--- config.mk ---
export PLATFORM = sky130hd
export DESIGN_NAME = pipe_muldiv
export DESIGN_NICKNAME = d
export VERILOG_FILES = /design/src/rtl/pipe_muldiv.sv
export SDC_FILE = /design/constraint.sdc
export NUM_CORES = 1
export LEC_CHECK = 0
export BUFFER_PORTS_ARGS = -buffer_cell sky130_fd_sc_hd__buf_4
export CAP_MARGIN = 20
export CORE_AREA = 2 2 171 173
export CTS_BUF_LIST = sky130_fd_sc_hd__clkbuf_4
export CTS_CLUSTER_SIZE = 24
export DETAILED_ROUTE_END_ITERATION = 10
export DIE_AREA = 0 0 173 175
export PLACE_DENSITY_LB_ADDON = 0.25
export SYNTH_ARGS = -nofsm -noshare
export SYNTH_HDL_FRONTEND = slang
export SYNTH_SLANG_ARGS = --single-unit
--- constraint.sdc ---
create_clock -name clk -period 4.1 [get_ports clk]
set_clock_uncertainty 0.05 [all_clocks]
set_input_delay 0 -clock clk [delete_from_list [all_inputs] [get_ports clk]]
set_output_delay 0 -clock clk [all_outputs]
set_load 0.05 [all_outputs]
--- src/rtl/pipe_muldiv.sv ---
`default_nettype none
// ============================================================================
// Module      : pipe_muldiv
// Description : Iterative multiply/divide unit with HI/LO result registers.
//               MULT/MULTU use a radix-2 shift-add multiplier. DIV/DIVU use a
//               radix-2 restoring divider. Both work on operand magnitudes,
//               take WIDTH cycles in CALC, and apply the sign in a single FIX
//               cycle. HI/LO can also be written directly (MTHI/MTLO) while
//               the unit is idle.
// Revision    : 1.0 - initial release
// ----------------------------------------------------------------------------
// Parameters  : WIDTH    operand width and width of HI and LO (8..64, even)
// Ports       : clk      rising-edge clock
//               rst_n    asynchronous active-low reset
//               start    launch request, sampled in IDLE
//               op       00 MULT, 01 MULTU, 10 DIV, 11 DIVU
//               src_a    multiplicand / dividend
//               src_b    multiplier / divisor
//               abort    cancels an in-flight operation, blocks a start
//               hi_we    MTHI write enable (idle only)
//               lo_we    MTLO write enable (idle only)
//               wr_data  MTHI/MTLO write data
//               busy     operation in flight
//               done     one-cycle pulse when HI/LO take a new result
//               hi, lo   result registers
// Macro       : PIPE_MULDIV_FAST_MUL_EN - when defined, MULT/MULTU complete
//               in the accepting cycle through a single-cycle multiplier.
// ============================================================================
module pipe_muldiv #(
  parameter int WIDTH = 32
) (
  input  logic             clk,
  input  logic             rst_n,
  input  logic             start,
  input  logic [1:0]       op,
  input  logic [WIDTH-1:0] src_a,
  input  logic [WIDTH-1:0] src_b,
  input  logic             abort,
  input  logic             hi_we,
  input  logic             lo_we,
  input  logic [WIDTH-1:0] wr_data,
  output logic             busy,
  output logic             done,
  output logic [WIDTH-1:0] hi,
  output logic [WIDTH-1:0] lo
);

  localparam int             c_CNT_W    = $clog2(WIDTH);
  localparam logic [c_CNT_W-1:0] c_LAST_CNT = c_CNT_W'(WIDTH - 1);

  localparam logic [1:0] c_IDLE = 2'd0;
  localparam logic [1:0] c_CALC = 2'd1;
  localparam logic [1:0] c_FIX  = 2'd2;

  logic [1:0]         state_q, state_d;
  logic [c_CNT_W-1:0] cnt_q, cnt_d;
  logic [WIDTH-1:0]   opnd_q, opnd_d;  // multiplicand or divisor magnitude
  logic [WIDTH-1:0]   acc_q, acc_d;    // product upper half / partial remainder
  logic [WIDTH-1:0]   low_q, low_d;    // multiplier bits / dividend -> quotient
  logic               is_div_q, is_div_d;
  logic               neg_a_q, neg_a_d;
  logic               neg_b_q, neg_b_d;
  logic               div0_q, div0_d;
  logic [WIDTH-1:0]   hi_q, hi_d;
  logic [WIDTH-1:0]   lo_q, lo_d;
  logic               done_q, done_d;

  // Launch decode and operand magnitudes
  logic               w_accept;
  logic               w_accept_iter;
  logic               w_accept_any;
  logic               w_signed;
  logic               w_neg_a;
  logic               w_neg_b;
  logic [WIDTH-1:0]   w_mag_a;
  logic [WIDTH-1:0]   w_mag_b;

  assign w_accept = (state_q == c_IDLE) && start && !abort;
  assign w_signed = !op[0];
  assign w_neg_a  = w_signed && src_a[WIDTH-1];
  assign w_neg_b  = w_signed && src_b[WIDTH-1];
  assign w_mag_a  = w_neg_a ? -src_a : src_a;
  assign w_mag_b  = w_neg_b ? -src_b : src_b;

`ifdef PIPE_MULDIV_FAST_MUL_EN
  logic               w_accept_fast;
  logic [2*WIDTH-1:0] w_fast_raw;
  logic [2*WIDTH-1:0] w_fast_prod;

  // A fast multiply raises done in the following cycle; refusing one while
  // done is already high keeps done from pulsing two cycles in a row.
  assign w_accept_fast = w_accept && !op[1] && !done_q;
  assign w_accept_iter = w_accept && op[1];
  assign w_accept_any  = w_accept_iter || w_accept_fast;
  assign w_fast_raw    = {{WIDTH{1'b0}}, w_mag_a} * {{WIDTH{1'b0}}, w_mag_b};
  assign w_fast_prod   = (w_neg_a ^ w_neg_b) ? -w_fast_raw : w_fast_raw;
`else
  assign w_accept_iter = w_accept;
  assign w_accept_any  = w_accept;
`endif

  // Shift-add step: add the multiplicand when the current multiplier bit is
  // set. Then shift {carry, acc, low} right by one.
  logic [WIDTH:0]     w_mul_sum;
  assign w_mul_sum = {1'b0, acc_q} + (low_q[0] ? {1'b0, opnd_q} : {(WIDTH+1){1'b0}});

  // Restoring step: shift the next dividend bit into the remainder and
  // subtract the divisor when it fits. The remainder stays below the divisor,
  // so the difference always fits in WIDTH bits.
  logic [WIDTH:0]     w_div_sh;
  logic [WIDTH-1:0]   w_div_diff;
  logic               w_div_ge;
  assign w_div_sh   = {acc_q, low_q[WIDTH-1]};
  assign w_div_ge   = (w_div_sh >= {1'b0, opnd_q});
  assign w_div_diff = w_div_sh[WIDTH-1:0] - opnd_q;

  // Sign correction. The neg flags are only set for signed operations.
  logic [2*WIDTH-1:0] w_prod;
  logic [2*WIDTH-1:0] w_prod_fix;
  logic [WIDTH-1:0]   w_quo_fix;
  logic [WIDTH-1:0]   w_rem_fix;
  assign w_prod     = {acc_q, low_q};
  assign w_prod_fix = (neg_a_q ^ neg_b_q) ? -w_prod : w_prod;
  assign w_quo_fix  = (neg_a_q ^ neg_b_q) ? -low_q : low_q;
  assign w_rem_fix  = neg_a_q ? -acc_q : acc_q;

  // ---------------- FSM: state register ----------------
  always_ff @(posedge clk or negedge rst_n) begin
    if (!rst_n) state_q <= c_IDLE;
    else        state_q <= state_d;
  end

  // ---------------- FSM: next state ----------------
  always_comb begin
    state_d = state_q;
    case (state_q)
      c_IDLE:  if (w_accept_iter) state_d = c_CALC;
      c_CALC:  begin
        if (abort)               state_d = c_IDLE;
        else if (cnt_q == '0)    state_d = c_FIX;
      end
      c_FIX:   state_d = c_IDLE;
      default: state_d = c_IDLE;
    endcase
  end

  // ---------------- FSM: outputs ----------------
  always_comb begin
    busy = (state_q != c_IDLE);
  end

  assign done = done_q;
  assign hi   = hi_q;
  assign lo   = lo_q;

  // ---------------- Datapath next values ----------------
  always_comb begin
    cnt_d    = cnt_q;
    opnd_d   = opnd_q;
    acc_d    = acc_q;
    low_d    = low_q;
    is_div_d = is_div_q;
    neg_a_d  = neg_a_q;
    neg_b_d  = neg_b_q;
    div0_d   = div0_q;
    hi_d     = hi_q;
    lo_d     = lo_q;
    done_d   = 1'b0;
    case (state_q)
      c_IDLE: begin
        if (w_accept_iter) begin
          is_div_d = op[1];
          neg_a_d  = w_neg_a;
          neg_b_d  = w_neg_b;
          div0_d   = (src_b == '0);
          cnt_d    = c_LAST_CNT;
          acc_d    = '0;
          if (op[1]) begin
            opnd_d = w_mag_b;
            low_d  = w_mag_a;
          end else begin
            opnd_d = w_mag_a;
            low_d  = w_mag_b;
          end
        end
`ifdef PIPE_MULDIV_FAST_MUL_EN
        if (w_accept_fast) begin
          {hi_d, lo_d} = w_fast_prod;
          done_d       = 1'b1;
        end
`endif
        if (!w_accept_any) begin
          if (hi_we) hi_d = wr_data;
          if (lo_we) lo_d = wr_data;
        end
      end
      c_CALC: begin
        if (!abort) begin
          cnt_d = cnt_q - c_CNT_W'(1);
          if (is_div_q) begin
            acc_d = w_div_ge ? w_div_diff : w_div_sh[WIDTH-1:0];
            low_d = {low_q[WIDTH-2:0], w_div_ge};
          end else begin
            acc_d = w_mul_sum[WIDTH:1];
            low_d = {w_mul_sum[0], low_q[WIDTH-1:1]};
          end
        end
      end
      c_FIX: begin
        if (!abort) begin
          done_d = 1'b1;
          if (is_div_q) begin
            // A zero divisor leaves the remainder equal to the dividend
            // magnitude, so only the quotient needs forcing.
            hi_d = w_rem_fix;
            lo_d = div0_q ? '1 : w_quo_fix;
          end else begin
            {hi_d, lo_d} = w_prod_fix;
          end
        end
      end
      default: ;
    endcase
  end

  // ---------------- Datapath registers ----------------
  always_ff @(posedge clk or negedge rst_n) begin
    if (!rst_n) begin
      cnt_q    <= '0;
      opnd_q   <= '0;
      acc_q    <= '0;
      low_q    <= '0;
      is_div_q <= 1'b0;
      neg_a_q  <= 1'b0;
      neg_b_q  <= 1'b0;
      div0_q   <= 1'b0;
      hi_q     <= '0;
      lo_q     <= '0;
      done_q   <= 1'b0;
    end else begin
      cnt_q    <= cnt_d;
      opnd_q   <= opnd_d;
      acc_q    <= acc_d;
      low_q    <= low_d;
      is_div_q <= is_div_d;
      neg_a_q  <= neg_a_d;
      neg_b_q  <= neg_b_d;
      div0_q   <= div0_d;
      hi_q     <= hi_d;
      lo_q     <= lo_d;
      done_q   <= done_d;
    end
  end

endmodule
`default_nettype wire

==> key figures, run 1 <==
Status
  – Outcome: completed

GRT
  – Gr ovfl total: 0
  – Initial antenna violation count: 2
  – GRT Total Usage: about 40%
  – Largest net degree at the start of global routing: between 100 and 150
  – Vias in the first global route: approximately 16,000
  – First-pass GRT wire length: between 90,000 and 100,000 um

Synth
  – Main combinational cell family by area after synthesis: compound AO/OA/AOI/OAI gates
  – EDFF count, synth: 0
  – Mux contribution to synthesized area: between 3 and 4%
  – Post-synthesis adder-cell area fraction: around 6.0%
  – Syn Area/Cell: between 7 and 8 sq um
  – Most used DFF post-synth: dfrtp_1
  – Seq/Total Area, Yosys: between 20% and 30%
  – Gate Count Post-Synth: between 2,000 and 2,500
  – Synth Area in XOR/XNOR: under 10%
  – Simple-Gate Fraction of Synth Area: ~22%
  – #FFs+latches synth: about 170
  – Area contributors post-synth: dfrtp_1 (28%), a21oi_1 (6.9%), nor2_1 (6.0%)
  – Compound-gate portion of the synthesized area: roughly a quarter
  – Yosys cell types: 82
  – Cell Area, Synth: around 15,000 sq um
  – Syn_nets: 2,197
  – Asr flop ratio synth: between 90% and 100%
  – Synth area leader: dfrtp_1
  – Synth warn: 0
  – Yosys top cell area share: ~28%

Setup path
  – Worst r2r path cells: 12
  – Flop2flop setup slack: ~290 ps
  – CP Class: input pin to flop
  – CP endpoint kind: flop
  – Origin of the critical flop-to-flop path: low_q[0]
  – Arrival @ worst endpoint: approximately 4500 ps
  – CP max FO: 6
  – Cell Chain, Critical Path: dlygate4sd3_1 -> buf_4 -> or4_1 -> or4_4 -> nand2b_1 -> nor3_4 -> a31oi_1 -> xnor2_1 -> dlygate4sd3_1 -> nor2_1 -> o21ai_1 -> dlygate4sd3_1 -> o211ai_1 -> dlygate4sd3_1
  – Family with the most delay on the worst path: buffers and inverters
  – Cell repeated most along the worst path: dlygate4sd3_1
  – Setup crit end: low_q[28]
  – Worst path depth: 14
  – Slowest cell on crit path: dlygate4sd3_1
  – CP startpoint kind: input pin
  – RR Endpoint: hi[14]
  – CP startpoint: src_b[3]
  – Worst EP required: around 4600 ps
  – Crit path largest cell delay: between 500 and 600 ps
  – Buffers & Inverters on Critical Path: 5

STA
  – Worst Tran Pin Value: approximately 970 ps
  – Setup violations, final: 0
  – Crit path time final: between 3000 and 4000 ps
  – Endpoints failing hold: 0
  – Max Slew Vio Count: 0
  – Relative max-transition margin: about a third
  – Fmax: around 0.25 GHz
  – Fin crit share: a little over nine tenths
  – RSZ-0062 raised after global routing: yes

Die
  – Die Height: 175 um
  – Initial Utilization: a little over half
  – Full die area: 30,300 sq um
  – Core area: 28,400 sq um
  – IO Count: 170
  – Die W: between 150 and 200 um
  – # rows: between 60 and 70

Hold path
  – Hold_sp: op[1]
  – Hold WC Path Type: input pin to flop

Power
  – Peak supply drop: roughly 0.38 mV
  – Combinational Power Share: about two thirds
  – Int Power: roughly 5.4 mW
  – Clock share of power: 9.3%
  – Switching power: about 6.2 mW
  – Reg power frac: a little under a quarter
  – Pwr Density: ~610 nW/um^2
  – LEAKAGE: between 8 and 9 nW
  – Switching share of power: 53.3%

Placed design
  – Dpl cells: between 2,000 and 2,500
  – Placer Congestion: 0.998
  – Post-DP HPWL: 45,300 um
  – PortBufs: around 170
  – Area after DPL: roughly 17,000 sq um

CTS
  – Clock latency on the worst-skew pair: between 600 and 700 ps
  – CTS clk-pin slew, worst paths: roughly 150 ps
  – CTS buffer count: 17
  – H-tree depth: 4
  – # clock sinks: around 170
  – TritonCTS clock tree: done
  – Clock tree buffer depth: 2
  – Clk root buf: clkbuf_4

Cells and area
  – Area grow syn2layout: 24.1%
  – Share of layout cells above drive strength 1: a little over an eighth
  – Final Instance Area: ~19,000 sq um
  – Finished Layout Cells: 2,696
  – Layout Nets: between 2,000 and 2,500

Detailed routing
  – Via count: roughly 17,000
  – DRT iter0 DRCs: between 2,000 and 2,500
  – Detailed-route DRC error count: 0
  – Routed wire per std cell: roughly 23 um
  – First-pass detailed-route iteration total: 9
  – Via density per instance: about 6.4
  – Antenna viol nets, final: 0
  – Routed WL: around 61,000 um

Run
  – Max Cap Viol: 0
[synth_stat cells (17+ instances only)]
library cell  count
nor3_1           53
a22oi_1          17
o22ai_1          35
a31oi_1          23
dfrtp_1         172
nor4_1           20
and3_1           21
o21ai_0         174
xor2_1           77
a211oi_1         19
nand2_1         195
nor2_1          245
ha_1             70
nand4_1          18
a21o_1           35
nand2b_1         19
a21oi_1         211
or3_1            24
inv_1            64
xnor2_1          92
clkbuf_1        114
mux2i_1          54
nand3_1          27
[placed cells by master, fill, tap and decap left out, types with 13 or more instances in the layout]
cell type      count
nor2_1           244
clkbuf_4          17
inv_1             63
o31ai_1           13
nand4_1           18
or4_1             14
mux2i_1           54
dfrtp_1          171
and3_1            21
o21ai_0          174
buf_4            223
nor3_1            52
nand3_1           27
o211ai_1          16
or3_1             23
xnor2_1           91
a22oi_1           17
nor4_1            19
ha_1              70
a31oi_1           22
nand2b_1          19
nand2_1          195
dlygate4sd3_1    163
a211oi_1          19
o22ai_1           35
a21o_1            35
a21oi_1          211
xor2_1            77
[worst reg2reg max path, cell delays in order (launching register included)]
cell and delay [ps]:
dfrtp_1 510, clkinvlp_4 320, ha_1 320, nand2b_1 180, nor4_2 110, and3b_1 240, nand3_1 230, nor3_2 60
a211oi_1 510, xor2_1 320, mux2i_1 140, a21oi_1 200, dlygate4sd3_1 560
[flip-flops by register name, summed over array words and instances (netlist names)]
signal / flops
acc_q: 32
hi: 32
lo: 32
low_q: 32
opnd_q: 32
cnt_q: 5
state_q: 2
div0_q: 1
done: 1
is_div_q: 1
neg_a_q: 1
neg_b_q: 1
[kinds of logic (layout without fill, tap and decap cells)]
family | Yosys count | count (layout)
and+or+nand+nor | 700 | 700
AOI/OAI and AO/OA | 652 | 652
buffers and inverters | 197 | 486
DFF | 172 | 172
xor gates and xnor gates | 169 | 169
adders and majority gates | 72 | 72
muxes | 59 | 59
other | 0 | 2
[through the flow]
| step | util [%] | setup slack (ps) | total power, mW | hold WS, ps | TNS [ps] |
|---|---|---|---|---|---|
| after CTS | 66.9 | 27.9 | 11.3 | 37.2 | 0 |
| after floorplan | - | 904 | 7.75 | -346 | 0 |
| after detailed placement | 60.0 | 249 | 10.1 | 119 | 0 |
| final | 67.1 | 128 | 11.6 | 91.0 | 0 |
| after global placement | 60.0 | 288 | 10.1 | 118 | 0 |
| after global routing | 67.1 | -49.9 | 12.3 | 114 | -49.9 |
[timing repair]
action,CTS,global route
endpoints found under the setup margin,0,3
hold buffers,164,0
endpoints found under the hold margin,225,0
gates resized for setup,0,5
setup buffers,0,3
[routing by layer]
layer  part of all wire (%)  up-vias  global-route usage (%)
met5                      0        -                       0
met2                     44      948                    62.1
met4                    6.1        0                    22.5
li1                       -     7836                       -
met1                     41     8167                    53.0
met3                    9.3      218                    7.72
[cell type report]
class | instances | area [sq um]
Antenna cell | 2 | 5.00
Clock inverter | 15 | 164
Fill cell | 2400 | 9340
Clock buffer | 17 | 128
Tap cell | 384 | 480
Sequential cell | 172 | 4310
Inverter | 65 | 248
Multi-Input combinational cell | 1652 | 10400
Timing Repair Buffer | 389 | 3360
[worst min path at each step]
| stage | endpoint | cells after the start | slack (ps) |
|---|---|---|---|
| after floorplan | acc_q[0] | 0 | -350 |
| after global placement | opnd_q[22] | 1 | 120 |
| after detailed placement | opnd_q[22] | 1 | 120 |
| after CTS | low_q[26] | 4 | 40 |
| after global routing | low_q[26] | 4 | 110 |
| final | low_q[26] | 4 | 90 |
[power by group through the flow]
stage / combinational (mW) / clock (mW) / sequential [mW]
finish: 7.72 / 1.08 / 2.76
global route: 8.33 / 1.13 / 2.82
floorplan: 4.78 / 0 / 2.97
CTS: 7.52 / 1.08 / 2.73
detailed placement: 7.31 / 0 / 2.77
global placement: 7.32 / 0 / 2.75
Power figures use the tool's default switching activity.
==> run 2, diff against run 1 <==
Clock period 4.1 ns to 3.8 ns, I/O delays scaled along.
==> key figures, run 2 (same netlist as run 1, synthesis figures left out) <==
Status
  – Outcome: completed

STA
  – Setup TNS Final: 0 ps (unchanged)
  – Setup violations, final: 0 (unchanged)
  – RSZ-0062 raised after global routing: no
  – Worst Tran Pin Value: 1010 ps (+37.8 ps)
  – Fmax: around 0.27 GHz
  – Max Slew Vio Count: 0 (unchanged)
  – Relative max-transition margin: 32.7% (-2.5 points)
  – Endpoints failing hold: 0 (unchanged)
  – Crit path time final: between 3000 and 4000 ps
  – Fin crit share: between 90% and 100%

CTS
  – CTS buffer count: 17 (unchanged)
  – Clk root buf: clkbuf_4
  – Clock tree buffer depth: 2 (unchanged)
  – H-tree depth: 4 (unchanged)
  – CTS clk-pin slew, worst paths: 170 ps (+20 ps)
  – Clock latency on the worst-skew pair: 670 ps (about the same)
  – TritonCTS clock tree: done
  – # clock sinks: 172 (unchanged)

Setup path
  – Flop2flop setup slack: 70 ps (-220 ps)
  – CP Class: flop to flop
  – Arrival @ worst endpoint: 4300 ps (-170 ps)
  – Cell Chain, Critical Path: inv_1 -> buf_4 -> ha_1 -> nand2b_1 -> nor4_2 -> and3b_1 -> nand3_1 -> nor3_2 -> a211oi_1 -> xor2_1 -> mux2i_1 -> a21oi_1 -> dlygate4sd3_1
  – Slowest cell on crit path: dlygate4sd3_1
  – CP endpoint kind: flop
  – CP max FO: 7 (+1)
  – Worst EP required: 4370 ps (-230 ps)
  – CP startpoint kind: flop
  – Crit path largest cell delay: 560 ps (-20 ps)

Detailed routing
  – Via density per instance: 6.41 (+0.61%)
  – Routed wire per std cell: 22.4 um (-1.7%)
  – Via count: 17,500 (+1.8%)
  – Antenna viol nets, final: 0 (unchanged)
  – First-pass detailed-route iteration total: 6 (-3)
  – Routed WL: 61,000 um (-0.57%)
  – DRT iter0 DRCs: 2,170 (+4.7%)
  – Detailed-route DRC error count: 0 (unchanged)

Die
  – Core area: 28,400 sq um (unchanged)
  – IO Count: 170 (unchanged)
  – Die W: 173 um (unchanged)
  – # rows: 62 (unchanged)
  – Die Height: 175 um (unchanged)
  – Full die area: 30,300 sq um (unchanged)
  – Initial Utilization: 54.1% (unchanged)

Placed design
  – Placer Congestion: 0.978 (-2.0%)
  – PortBufs: 169 (unchanged)
  – Dpl cells: 2,505 (+0.40%)
  – Post-DP HPWL: 44,100 um (-2.7%)

Cells and area
  – Finished Layout Cells: 2,727 (+1.1%)
  – Layout Nets: 2,503 (+1.2%)
  – Commonest non-fill, non-tap cell in the layout: nor2_1
  – Area grow syn2layout: 26.1%
  – Share of layout cells above drive strength 1: 13.5% (+0.47 points)
  – Commonest cells after routing, fill and taps aside: nor2_1 (244), buf_4 (233), a21oi_1 (211)
  – Fillers: 2,386 (-0.58%)

GRT
  – M2 GR Usage: 62.4% (+0.25 points)
  – Largest net degree at the start of global routing: 87 (-17%)
  – Grt met3 use: 7.03% (-0.70 points)
  – Gr ovfl total: 0 (unchanged)
  – Met1 GRT Util: 51.1% (-1.9 points)
  – GRT Total Usage: 39.6% (-0.64 points)
  – GRT busiest layer: met2
  – Vias in the first global route: 16,500 (+1.1%)
  – First-pass GRT wire length: 93,400 um (-0.98%)
  – Initial antenna violation count: 2 (unchanged)

Power
  – Switching share of power: 53.2% (-0.055 points)
  – Clock share of power: 8.6% (-0.7 points)
  – Switching power: 6.67 mW (+8.3%)
  – Pwr Density: 648 nW/um^2 (+6.7%)
  – Reg power frac: 23.2% (-0.7 points)
  – Int Power: 5.86 mW (+8.5%)
  – Combinational Power Share: 68.2% (+1.4 points)
  – Peak supply drop: 0.313 mV (-17%)
  – LEAKAGE: 8.57 nW (+2.0%)

Hold path
  – Hold WC Path Type: input pin to flop

Run
  – Max Cap Viol: 0 (unchanged)
[run 2: cell types whose count changed in the layout (fill, tap and decap cells not counted), moves of 2 or more]
cell           before  now
inv_8               1    3
buf_4             223  233
buf_12              1    3
clkinv_2            2    0
dlygate4sd3_1     163  181
bufinv_16           2    0
[run 2: area by class of cell]
cell class              instances  area [sq um]  share of cell area (%)
multi-input cells            1652         10400                    53.7
inverters                      65           244                    1.26
diodes                          3          7.51                  0.0388
clock buffers                  18           135                   0.698
repair buffers                419          3660                    18.9
well taps                     384           480                    2.48
flip-flops and latches        172          4310                    22.3
clock inverters                14           130                   0.672
[run 2: worst paths after layout]
check | end | cells past startpoint | start
max | hi[14] | 13 | low_q[0]
min | low_q[11] | 6 | src_a[10]
max reg2reg | hi[14] | 13 | low_q[0]
min reg2reg | opnd_q[17] | 2 | opnd_q[17]
max in group asynchronous | hi[1] | 4 | rst_n
min in group asynchronous | opnd_q[10] | 4 | rst_n
[run 2: routing by layer]
layer | vias up | share of wire, %
li1 | 7896 | -
met1 | 8330 | 40
met2 | 1022 | 45
met3 | 224 | 9.1
met4 | 0 | 6.0
met5 | - | 0
[run 2: stage by stage]
step	hold WS (ps)	cell area (sq um)	power [mW]	utilization [%]	worst slack [ps]
after floorplan	-346	15300	8.36	-	604
after global placement	92.4	17100	10.9	60.4	437
after detailed placement	104	17100	10.9	60.4	380
after CTS	43.5	19200	12.2	67.8	9.20
after global routing	102	19300	13.3	68.1	2.75
final	90.4	19300	12.5	68.2	68.4
[run 2: repair_timing]
| item | CTS | global route |
|---|---|---|
| setup buffers | 0 | 5 |
| hold buffers | 182 | 0 |
| gates resized for setup | 0 | 10 |
| setup endpoints to repair | 0 | 9 |
| endpoints found under the hold margin | 221 | 0 |
[run 2: worst max-delay path: cells and delay by family (launching register included)]
family                   cells  cell delay (ps)
adder cells (fa/ha/maj)      1              200
flip-flops                   1              480
AO/OA/AOI/OAI                2              270
AND/OR/NAND/NOR              5             1230
buffers and inverters        3             1010
multiplexers                 1              120
XOR/XNOR                     1              310
[run 2: power groups by stage]
stage          Combinational (mW)  Sequential (mW)  Clock (mW)
6_report                     8.55             2.91        1.08
5_1_grt                      9.20             2.96        1.16
4_1_cts                      8.26             2.88        1.08
3_5_place_dp                 7.99             2.92           0
3_3_place_gp                 7.96             2.90           0
2_1_floorplan                5.16             3.20           0
==> run 3, diff against run 2 <==
Settings changed: RECOVER_POWER set to 100.
==> key figures, run 3 (same netlist as run 1, synthesis figures left out) <==
Status
  – Outcome: complete, but fails checks
  – Violated checks: capacitance limit, slew limit

Setup path
  – Cell Chain, Critical Path: inv_1 -> ha_1 -> or3b_1 -> nand2b_1 -> or4b_2 -> nor3_2 -> a211oi_1 -> xor2_1 -> mux2i_1 -> a21oi_1 -> dlygate4sd3_1
  – CP Class: flop to flop
  – Arrival @ worst endpoint: 4260 ps (-40 ps)
  – CP max FO: 11 (+4)
  – CP startpoint kind: flop
  – Flop2flop setup slack: 110 ps (+40 ps)
  – Worst r2r path cells: 11 (-2)
  – Buffers & Inverters on Critical Path: 2 (-1)
  – Slowest cell on crit path: or4b_2
  – Worst EP required: 4370 ps (about the same)
  – CP endpoint kind: flop
  – Origin of the critical flop-to-flop path: acc_q[0]
  – RR Endpoint: hi[14]
  – Crit path largest cell delay: 660 ps (+100 ps)
  – Family with the most delay on the worst path: simple AND/OR/NAND/NOR gates

Hold path
  – Hold EP: low_q[11]
  – Hold_sp: src_a[10]
  – Hold Crit Depth: 6 (unchanged)
  – Hold WC Path Type: input pin to flop

Placed design
  – Dpl cells: 2,505 (unchanged)
  – PortBufs: 169 (unchanged)
  – Placer Congestion: 0.978 (unchanged)
  – Post-DP HPWL: 44,100 um (unchanged)
  – Pre-CTS setup slack: 380 ps (unchanged)

Die
  – Core area: 28,400 sq um (unchanged)
  – IO Count: 170 (unchanged)
  – # rows: 62 (unchanged)
  – Die W: 173 um (unchanged)
  – Initial Utilization: 54.1% (unchanged)
  – Die Height: 175 um (unchanged)
  – Full die area: 30,300 sq um (unchanged)

Detailed routing
  – First-pass detailed-route iteration total: 7 (+1)
  – Routed wire per std cell: 22.4 um (+0.18%)
  – Routed WL: 61,100 um (+0.15%)
  – Antenna viol nets, final: 0 (unchanged)
  – DRT iter0 DRCs: 2,134 (-1.7%)
  – Via count: 17,500 (-0.034%)
  – Via density per instance: 6.41 (about the same)
  – Detailed-route DRC error count: 0 (unchanged)

STA
  – Endpoints failing hold: 0 (unchanged)
  – Fmax: 0.271 GHz (+1.0%)
  – Worst Tran Pin Value: 2420 ps (+1410 ps)
  – Fin worst setup slack: 106 ps (+37.6 ps)
  – Setup violations, final: 0 (unchanged)
  – Fin crit share: 97.2% (-0.99 points)
  – Crit path time final: 3690 ps (-37.6 ps)
  – Relative max-transition margin: -61.3% (-94 points)
  – Setup TNS Final: 0 ps (unchanged)
  – Worst hold margin: 90.1 ps (-0.233 ps)
  – Max Slew Vio Count: 217 (+217)

CTS
  – Clock tree buffer depth: 2 (unchanged)
  – Clock latency on the worst-skew pair: 670 ps (about the same)
  – # clock sinks: 172 (unchanged)
  – TritonCTS clock tree: done
  – CTS clk-pin slew, worst paths: 170 ps (about the same)
  – Clk root buf: clkbuf_4
  – H-tree depth: 4 (unchanged)
  – CTS buffer count: 17 (unchanged)

GRT
  – Met1 GRT Util: 51.1% (unchanged)
  – Initial antenna violation count: 2 (unchanged)
  – Gr ovfl total: 0 (unchanged)
  – GRT Total Usage: 39.6% (unchanged)
  – GRT busiest layer: met2
  – M2 GR Usage: 62.4% (unchanged)
  – First-pass GRT wire length: 93,400 um (unchanged)
  – Largest net degree at the start of global routing: 87 (unchanged)
  – Vias in the first global route: 16,500 (unchanged)
  – Grt met3 use: 7.03% (unchanged)

Power
  – Peak supply drop: 0.309 mV (-1.4%)
  – LEAKAGE: 8.27 nW (-3.4%)
  – Pwr Density: 651 nW/um^2 (+0.57%)

Cells and area
  – Layout Nets: 2,503 (unchanged)
  – Area grow syn2layout: 23.8%
  – Commonest cells after routing, fill and taps aside: nor2_1 (245), a21oi_1 (211), nand2_1 (195)
  – Share of layout cells above drive strength 1: 10.1% (-3.5 points)
  – Commonest non-fill, non-tap cell in the layout: nor2_1
  – Finished Layout Cells: 2,726 (-0.037%)

Run
  – Max Cap Viol: 3 (+3)
run 3: power by group:
part           internal [mW]  switching (mW)  total [mW]
clock                  0.293           0.787        1.08
sequential              2.30           0.597        2.90
combinational           3.13            5.27        8.40
total                   5.72            6.66        12.4
run 3: routing by layer:
metal	vias to the layer above	part of all wire (%)	wire [um]
met5	-	0	0
met2	1091	45	27600
met4	0	5.9	3600
met3	222	9.8	6000
met1	8256	39	23900
li1	7897	-	-
run 3: metrics by stage:
step           util [%]  power [mW]  cell area, sq um
6_report           66.9        12.4             19000
3_5_place_dp       60.4        10.9             17100
3_3_place_gp       60.4        10.9             17100
5_1_grt            66.9        13.2             19000
4_1_cts            67.8        12.2             19200
2_1_floorplan         -        8.36             15300
run 3: cell type report:
| class | count | area, sq um |
|---|---|---|
| multi-input cells | 1652 | 10400 |
| fillers | 2486 | 9390 |
| flip-flops and latches | 172 | 4310 |
| repair buffers | 419 | 3340 |
| well taps | 384 | 480 |
| inverters | 65 | 244 |
| clock buffers | 18 | 135 |
| clock inverters | 14 | 130 |
| diodes | 2 | 5.00 |
run 3: how the worst max path moves through the flow:
stage | from | end | slack (ps) | cells past startpoint
after floorplan | low_q[0] | acc_q[27] | 600 | 14
after global placement | opnd_q[26] | acc_q[10] | 440 | 12
after detailed placement | low_q[0] | acc_q[27] | 380 | 13
after CTS | src_a[8] | opnd_q[27] | 9 | 14
after global routing | src_b[14] | opnd_q[25] | -10 | 13
final | acc_q[0] | hi[14] | 110 | 11
run 3: what timing repair did:
action	4_1_cts	5_1_grt
hold endpoints to repair	221	0
hold buffers	182	0
endpoints found under the setup margin	0	9
resized for setup	0	10
buffers inserted	0	5
run 3: tightest hold or removal path, cell delays in order:
cell,delay (ps)
buf_4,110
o41ai_1,100
xor2_1,160
a21oi_1,170
a21oi_1,160
a21oi_1,70
